<file path="src/rtl/string_sender.sv">
// Streams a ROM string, first character first, one byte per handshake to the UART TX.
// Define STRING_SENDER_CRLF_EN to append CR LF after every string.
module string_sender #(
  parameter int ID_W      = 2,
  parameter int STR_BYTES = 32,
  parameter int LEN_W     = 5
) (
  input  logic                   clk,
  input  logic                   rst,
  input  logic                   start,
  input  logic [ID_W-1:0]        id,
  output logic                   busy,
  output logic                   done,
  output logic [ID_W-1:0]        rom_id,
  input  logic [STR_BYTES*8-1:0] rom_string,
  input  logic [LEN_W-1:0]       rom_length,
  output logic [7:0]             tx_data,
  output logic                   tx_valid,
  input  logic                   tx_ready
);

  localparam logic [2:0] IDLE = 3'd0;
  localparam logic [2:0] LOAD = 3'd1;
  localparam logic [2:0] SEND = 3'd2;
  localparam logic [2:0] DONE = 3'd3;
  localparam logic [2:0] CR   = 3'd4;
  localparam logic [2:0] LF   = 3'd5;

`ifdef STRING_SENDER_CRLF_EN
  localparam bit CRLF = 1'b1;
`else
  localparam bit CRLF = 1'b0;
`endif

  logic [2:0]             state;
  logic [STR_BYTES*8-1:0] str_r;
  logic [LEN_W-1:0]       len_r;
  logic [LEN_W-1:0]       idx;

  // The string is right-justified: character i sits len-1-i bytes above bit 0.
  function automatic logic [7:0] char_at(input logic [STR_BYTES*8-1:0] s,
                                         input logic [LEN_W-1:0] len,
                                         input logic [LEN_W-1:0] i);
    logic [LEN_W-1:0]       pos;
    logic [STR_BYTES*8-1:0] sh;
    pos = len - i - LEN_W'(1);
    sh  = s >> {pos, 3'b000};
    return sh[7:0];
  endfunction

  assign busy = (state != IDLE);
  assign done = (state == DONE);

  always_ff @(posedge clk) begin
    if (rst) begin
      state    <= IDLE;
      rom_id   <= '0;
      tx_data  <= '0;
      tx_valid <= 1'b0;
      str_r    <= '0;
      len_r    <= '0;
      idx      <= '0;
    end else begin
      case (state)
        IDLE: begin
          if (start) begin
            rom_id <= id;
            state  <= LOAD;
          end
        end
        LOAD: begin
          str_r <= rom_string;
          len_r <= rom_length;
          idx   <= '0;
          if (rom_length != '0) begin
            tx_data  <= char_at(rom_string, rom_length, {LEN_W{1'b0}});
            tx_valid <= 1'b1;
            state    <= SEND;
          end else if (CRLF) begin
            tx_data  <= 8'h0D;
            tx_valid <= 1'b1;
            state    <= CR;
          end else begin
            state <= DONE;
          end
        end
        SEND: begin
          // tx_valid is always high here, so tx_ready alone marks a handshake.
          if (tx_ready) begin
            if (idx == len_r - LEN_W'(1)) begin
              if (CRLF) begin
                tx_data <= 8'h0D;
                state   <= CR;
              end else begin
                tx_valid <= 1'b0;
                state    <= DONE;
              end
            end else begin
              idx     <= idx + LEN_W'(1);
              tx_data <= char_at(str_r, len_r, idx + LEN_W'(1));
            end
          end
        end
        CR: begin
          if (tx_ready) begin
            tx_data <= 8'h0A;
            state   <= LF;
          end
        end
        LF: begin
          if (tx_ready) begin
            tx_valid <= 1'b0;
            state    <= DONE;
          end
        end
        DONE:    state <= IDLE;
        default: state <= IDLE;
      endcase
    end
  end

endmodule

</file>
<file path="config.mk">
export PLATFORM = sky130hd
export DESIGN_NAME = string_sender
export DESIGN_NICKNAME = d
export VERILOG_FILES = /design/src/rtl/string_sender.sv
export SDC_FILE = /design/constraint.sdc
export NUM_CORES = 1
export LEC_CHECK = 0
export CAP_MARGIN = 0
export CORE_UTILIZATION = 53
export CTS_CLUSTER_DIAMETER = 100
export DETAILED_ROUTE_END_ITERATION = 8
export GPL_TIMING_DRIVEN = 0
export PLACE_DENSITY = 0.81
export SLEW_MARGIN = 20
export SYNTH_ARGS = -nofsm -noshare
export SYNTH_HDL_FRONTEND = slang
export SYNTH_SLANG_ARGS = --single-unit
</file>
<file path="constraint.sdc">
create_clock -name clk -period 4.1 [get_ports clk]
set_input_delay 0.615 -clock clk [delete_from_list [all_inputs] [get_ports clk]]
set_output_delay 0.615 -clock clk [all_outputs]
set_load 0.05 [all_outputs]
</file>
# [Yosys cells after proc, flatten, opt, wreduce, memory -nomap -nowiden]
# Cells that the tools add are included.
[word_totals] register_bits=280 inputBits=267 word_cells=58
[op_classes] n_addsub=5 n_eq_ne=13 shift=2 mux=20 n_reduce_logical=11
[ops] op="right shift 256 x 8 -> 8 bit" n=2
[ops] op="2-to-1 mux 8 bit" n=4
[ops] op="case mux 8 bit (3 select lines)" n=1
[ops] op="2-to-1 mux 3 bit" n=5
[ops] op="case mux 3 bit (5 select lines)" n=1
[ops] op="AND reduction 5 bit" n=3
[ops] op="subtractor 5 x 1 -> 5 bit, second input constant" n=3
[ops] op="inequality test 2 bit, second input constant" n=7
[ops] op="2-to-1 mux 5 bit" n=2
[ops] op="case mux 5 bit (2 select lines)" n=1
[ops] op="nonzero test 3 bit" n=3
[ops] op="equality test 3 x 2 -> 1 bit, second input constant" n=2
[ops] op="equality test 3 bit, second input constant" n=2
[ops] op="adder 5 x 1 -> 5 bit, second input constant" n=1
[ops] op="equality test 5 bit" n=1
[ops] op="2-to-1 mux 1 bit" n=5
[ops] op="nonzero test 5 bit" n=1
[ops] op="subtractor 5 bit" n=1
[ops] op="equality test 3 x 1 -> 1 bit, second input constant" n=1
[ops] op="logical NOT 3 bit" n=1
[ops] op="case mux 1 bit (3 select lines)" n=1
[ops] op="AND reduction 3 bit" n=1
[ops] op="AND reduction 2 bit" n=1
[ops] op="nonzero test 2 bit" n=1

# [Longest topological paths before layout]
[logic_depth] ltp_word=7 ltp_mapped=14 depth_no_buf=9

# [Worst setup path before layout]
# No wires, ideal clock.
[synth_timing] path_kind="input to register" start="input rom_length[0]" end="register tx_data[1]" arrival_time_ns=3.065 slack_ns=0.902 cell_stages=12 n_path_buf=5 path_cell_list="buf_6 -> buf_6 -> buf_4 -> inv_1 -> ha_1 -> buf_4 -> clkbuf_1 -> mux4_2 -> o31a_1 -> or4_1 -> o211ai_1 -> a311oi_1"
[synth_via] elab_chain_cells=4 elab_cells_between_ends=7 cone_classes="add/sub (1); eq/ne (1); shift (1); mux (2); reduce/logical (2)"
[synth_rtl] item="from (decl)" line="16" source="input logic [LEN_W-1:0] rom_length,"
[synth_rtl] item="subtractor 5 x 1 -> 5 bit" line="46" source="pos = len - i - LEN_W'(1);"
[synth_rtl] item="right shift 256 x 8 -> 8 bit" line="47" source="sh = s >> {pos, 3'b000};"
[synth_rtl] item="2-to-1 mux 8 bit" line="75" source="if (rom_length != '0) begin"
[synth_rtl] item="case mux 8 bit (3 select lines)" line="64" source="case (state)"
[synth_rtl] item="to (signal assigned)" line="76" source="tx_data <= char_at(rom_string, rom_length, {LEN_W{1'b0}});"
[synth_rtl] item="to (signal assigned)" line="100" source="tx_data <= char_at(str_r, len_r, idx + LEN_W'(1));"
[synth_rtl] item="to (decl)" line="17" source="output logic [7:0] tx_data,"
# Several ways; a longest one is shown, not always the timed one. The select of a mux whose other input is x is not followed.
# A chain may end at the register's enable or synchronous reset.

# [Final worst setup path]
[layout_timing] start="input rom_length[0]" end="register tx_data[4]"
# Same word-level chain as after synthesis.

==> flow_metrics.py <==
metrics = {
    "outcome": {
        "outcome": "completed",
    },
    "timing": {
        "max_clock_freq_mhz": 260,
        "fin_crit_sh_pct": 93.8,
        "tns_ns": 0,
        "max-slew-margin-rel_pct": 25.4,
        "min_period_ns": 3.85,
        "rsz0062_at_grt": "false",
        "worstMarginPinSlew_ns": 1.12,
        "setup_violations": 0,
        "slew_viol_final": 0,
        "hold_viol": 0,
        "fin_worst_skew_ns": 0.0178,
    },
    "pwr": {
        "design_power_total_mw": 8.21,
        "p_per_area_nw_per_um2": 437,
        "leakage_nw": 6.81,
        "irDropWorstVdd_v": 0.000335,
    },
    "final_layout": {
        "design.final.nets": 2247,
        "fin_area_um2": 18800,
        "layout_commonest_cell": "nand2_1",
        "antenna_cells": 0,
        "n_fill_cell": 2098,
        "area_growth_pct": 29.2,
        "seq_area_um2": 5610,
        "final_cell_mix": "nand2_1 (584), dfxtp_1 (280), a21oi_1 (276), clkdlybuf4s50_1 (276), mux4_2 (112)",
        "multi_input_area_um2": 8250,
        "drive_above_1_share_pct": 11.7,
    },
    "grt": {
        "grt_overflow": 0,
        "grt_use_total_pct": 38.8,
        "use_met2_pct": 60.7,
        "met1_usage_pct": 50.5,
        "grt_pass1_vias": 14244,
        "met3_usage_pct": 8.39,
        "antenna_found_initial": 0,
        "grt.busiest_layer": "met2",
        "grt_max_degree": 16,
        "grt_pass1_wl_um": 82100,
    },
    "floorplan": {
        "die_x_um": 168,
        "die-area_um2": 28100,
        "core-area_um2": 27000,
        "die_h_um": 168,
        "initial_core_util_pct": 54.0,
        "core.rowCount": 60,
        "pin_count": 280,
    },
    "clock_tree": {
        "clock-sinks": 280,
        "clk-insertion-delay-late_ns": 0.59,
        "cts-root-buf": "clkbuf_16",
        "cts.reportedPaths.clkPinSlew_ns": 0.06,
        "cts_tree": "yes",
        "cts_buffers": 30,
        "clock_path_buffers": 3,
        "htree_levels": 1,
    },
    "route": {
        "routed_wl_um": 55300,
        "dr.first_iter.drc_count": 1881,
        "wl_per_cell_um": 23.7,
        "route.detailed.drc": 0,
        "viasPerCell": 6.34,
        "vias": 14814,
        "first_pass_iters": 7,
        "ant_nets": 0,
    },
    "synthesis": {
        "synthesis.instances": 1659,
        "ys.flop_type": "dfxtp_1",
        "synth_fa_ha_area_share_pct": 0.826,
        "muxShareOfSynthArea_pct": 22.8,
        "ys_seq_area_share_pct": 38.5,
        "synth_compound_area_share_pct": 13.6,
        "synth-xor-area-share_pct": 1.02,
        "syn_area_per_cell_um2": 8.77,
        "yosysWarningCount": 0,
        "synth_simple_gate_area_share_pct": 18.4,
        "synth-edff-count": 0,
        "syn-num-nets": 1935,
        "ys_types": 63,
        "synthesis.area_um2": 14500,
        "synthArstFlopShare_pct": 0,
        "synth_top_family_by_area": "multiplexers",
        "synth_seq_cells": 280,
    },
    "worst_setup_path": {
        "start_kind": "primary input",
        "required_ns": 4.54,
        "crit_path_max_fanout": 10,
        "criticalPathCategory": "primary input to register",
        "cp_data_arrival_time_ns": 4.29,
        "reg2reg_depth": 9,
        "end_kind": "register",
    },
    "worst_hold_path": {
        "hold_depth": 2,
        "hp-class": "register to register",
    },
    "run": {
        "max_cap_viol_count": 0,
    },
    "place": {
        "gp_congestion": 0.966,
        "port_buffers": 277,
        "placed_area_um2": 17700,
        "dp_hpwl_um": 41300,
    },
}
-- routing by layer --
metal | up-vias | wire length, um
li1 | 6438 | -
met3 | 204 | 6970
met5 | - | 0
met2 | 1121 | 25100
met1 | 7051 | 20200
met4 | 0 | 3030
-- through the flow --
step                      instances  utilization, %  worst slack [ns]  hold slack, ns
after floorplan                1659               -             0.902           0.433
after global placement         2277            65.8            -0.989           0.438
after detailed placement       2277            65.8            -0.991           0.445
after CTS                      2333            69.6           -0.0467           0.453
after global routing           2336            69.7             0.240           0.465
final                          2336            69.7             0.255           0.451
-- synth_stat cells, drive strengths merged, types with 2 or more instances --
cell type | n | area (um2)
mux4 | 115 | 2600
o21bai | 3 | 22.5
inv | 11 | 41.3
a22oi | 6 | 45.0
a21oi | 277 | 1390
nand4 | 6 | 37.5
nor2 | 28 | 105
clkbuf | 98 | 368
or2 | 2 | 12.5
o21ba | 2 | 20.0
or3 | 3 | 23.8
o211ai | 5 | 37.5
nand3 | 15 | 75.1
mux2i | 59 | 591
nor3 | 8 | 45.0
o21ai | 15 | 86.3
or4 | 2 | 15.0
a311oi | 9 | 96.4
dfxtp | 280 | 5610
xnor2 | 10 | 103
buf | 42 | 285
a32o | 12 | 120
a21boi | 4 | 30.0
nand2b | 6 | 37.5
and3 | 3 | 18.8
a222oi | 4 | 40.0
nor2b | 6 | 37.5
xor2 | 3 | 45.1
nand2 | 584 | 2190
ha | 8 | 100
mux2 | 11 | 124
o32a | 2 | 20.0
a31oi | 3 | 18.8
-- cells by family (layout without fill, tap and decap cells) --
family,Yosys count,after routing
xor+xnor,13,13
flops,280,280
simple gates,672,672
compound gates,349,349
fa+ha+maj,9,9
mux,185,185
buf+inv,151,487
-- area by class of cell --
type | count | area share, %
multi-input combinational | 1228 | 43.9
timing repair buffer | 280 | 14.9
inverter | 11 | 0.220
clock inverter | 16 | 0.806
buffer | 140 | 3.54
tap | 341 | 2.27
clock buffer | 40 | 4.51
sequential | 280 | 29.8
-- state kept, by name (all words and copies together), names as in the netlist --
signal / count
idx: 5
tx_data: 8
tx_valid: 1
rom_id: 2
str_r: 256
state: 3
len_r: 5
-- where the power goes --
part           internal, mW  leakage, nW  switching (mW)
Clock                  1.58        0.488            1.21
Combinational         0.955         4.04            1.36
Sequential             2.96         2.28           0.142
-- critical path, stage by stage --
cell	delay, ns
dlymetal6s2s_1	0.26
buf_6	0.27
buf_6	0.24
buf_4	0.28
inv_1	0.11
ha_1	0.21
buf_2	0.20
xor2_4	0.33
mux4_1	0.60
a222oi_1	0.74
a21oi_2	0.17
nand4_1	0.14
a311oi_1	0.10
-- timing repair --
action                     in CTS  in global routing
setup buffers                   0                  3
setup endpoints to repair       8                  7
resized for setup               5                  8
pin swaps                       1                  4
hold endpoints to repair        0                  0
hold buffers                    0                  0
-- final timing paths --
kind                      start          to  slack, ns
setup / recovery  rom_length[0]  tx_data[4]       0.25
hold / removal       str_r[143]  str_r[143]       0.45
setup reg to reg         idx[0]  tx_data[6]       0.45
hold reg to reg      str_r[143]  str_r[143]       0.45
Note: power is estimated with default switching activity, not from simulation.
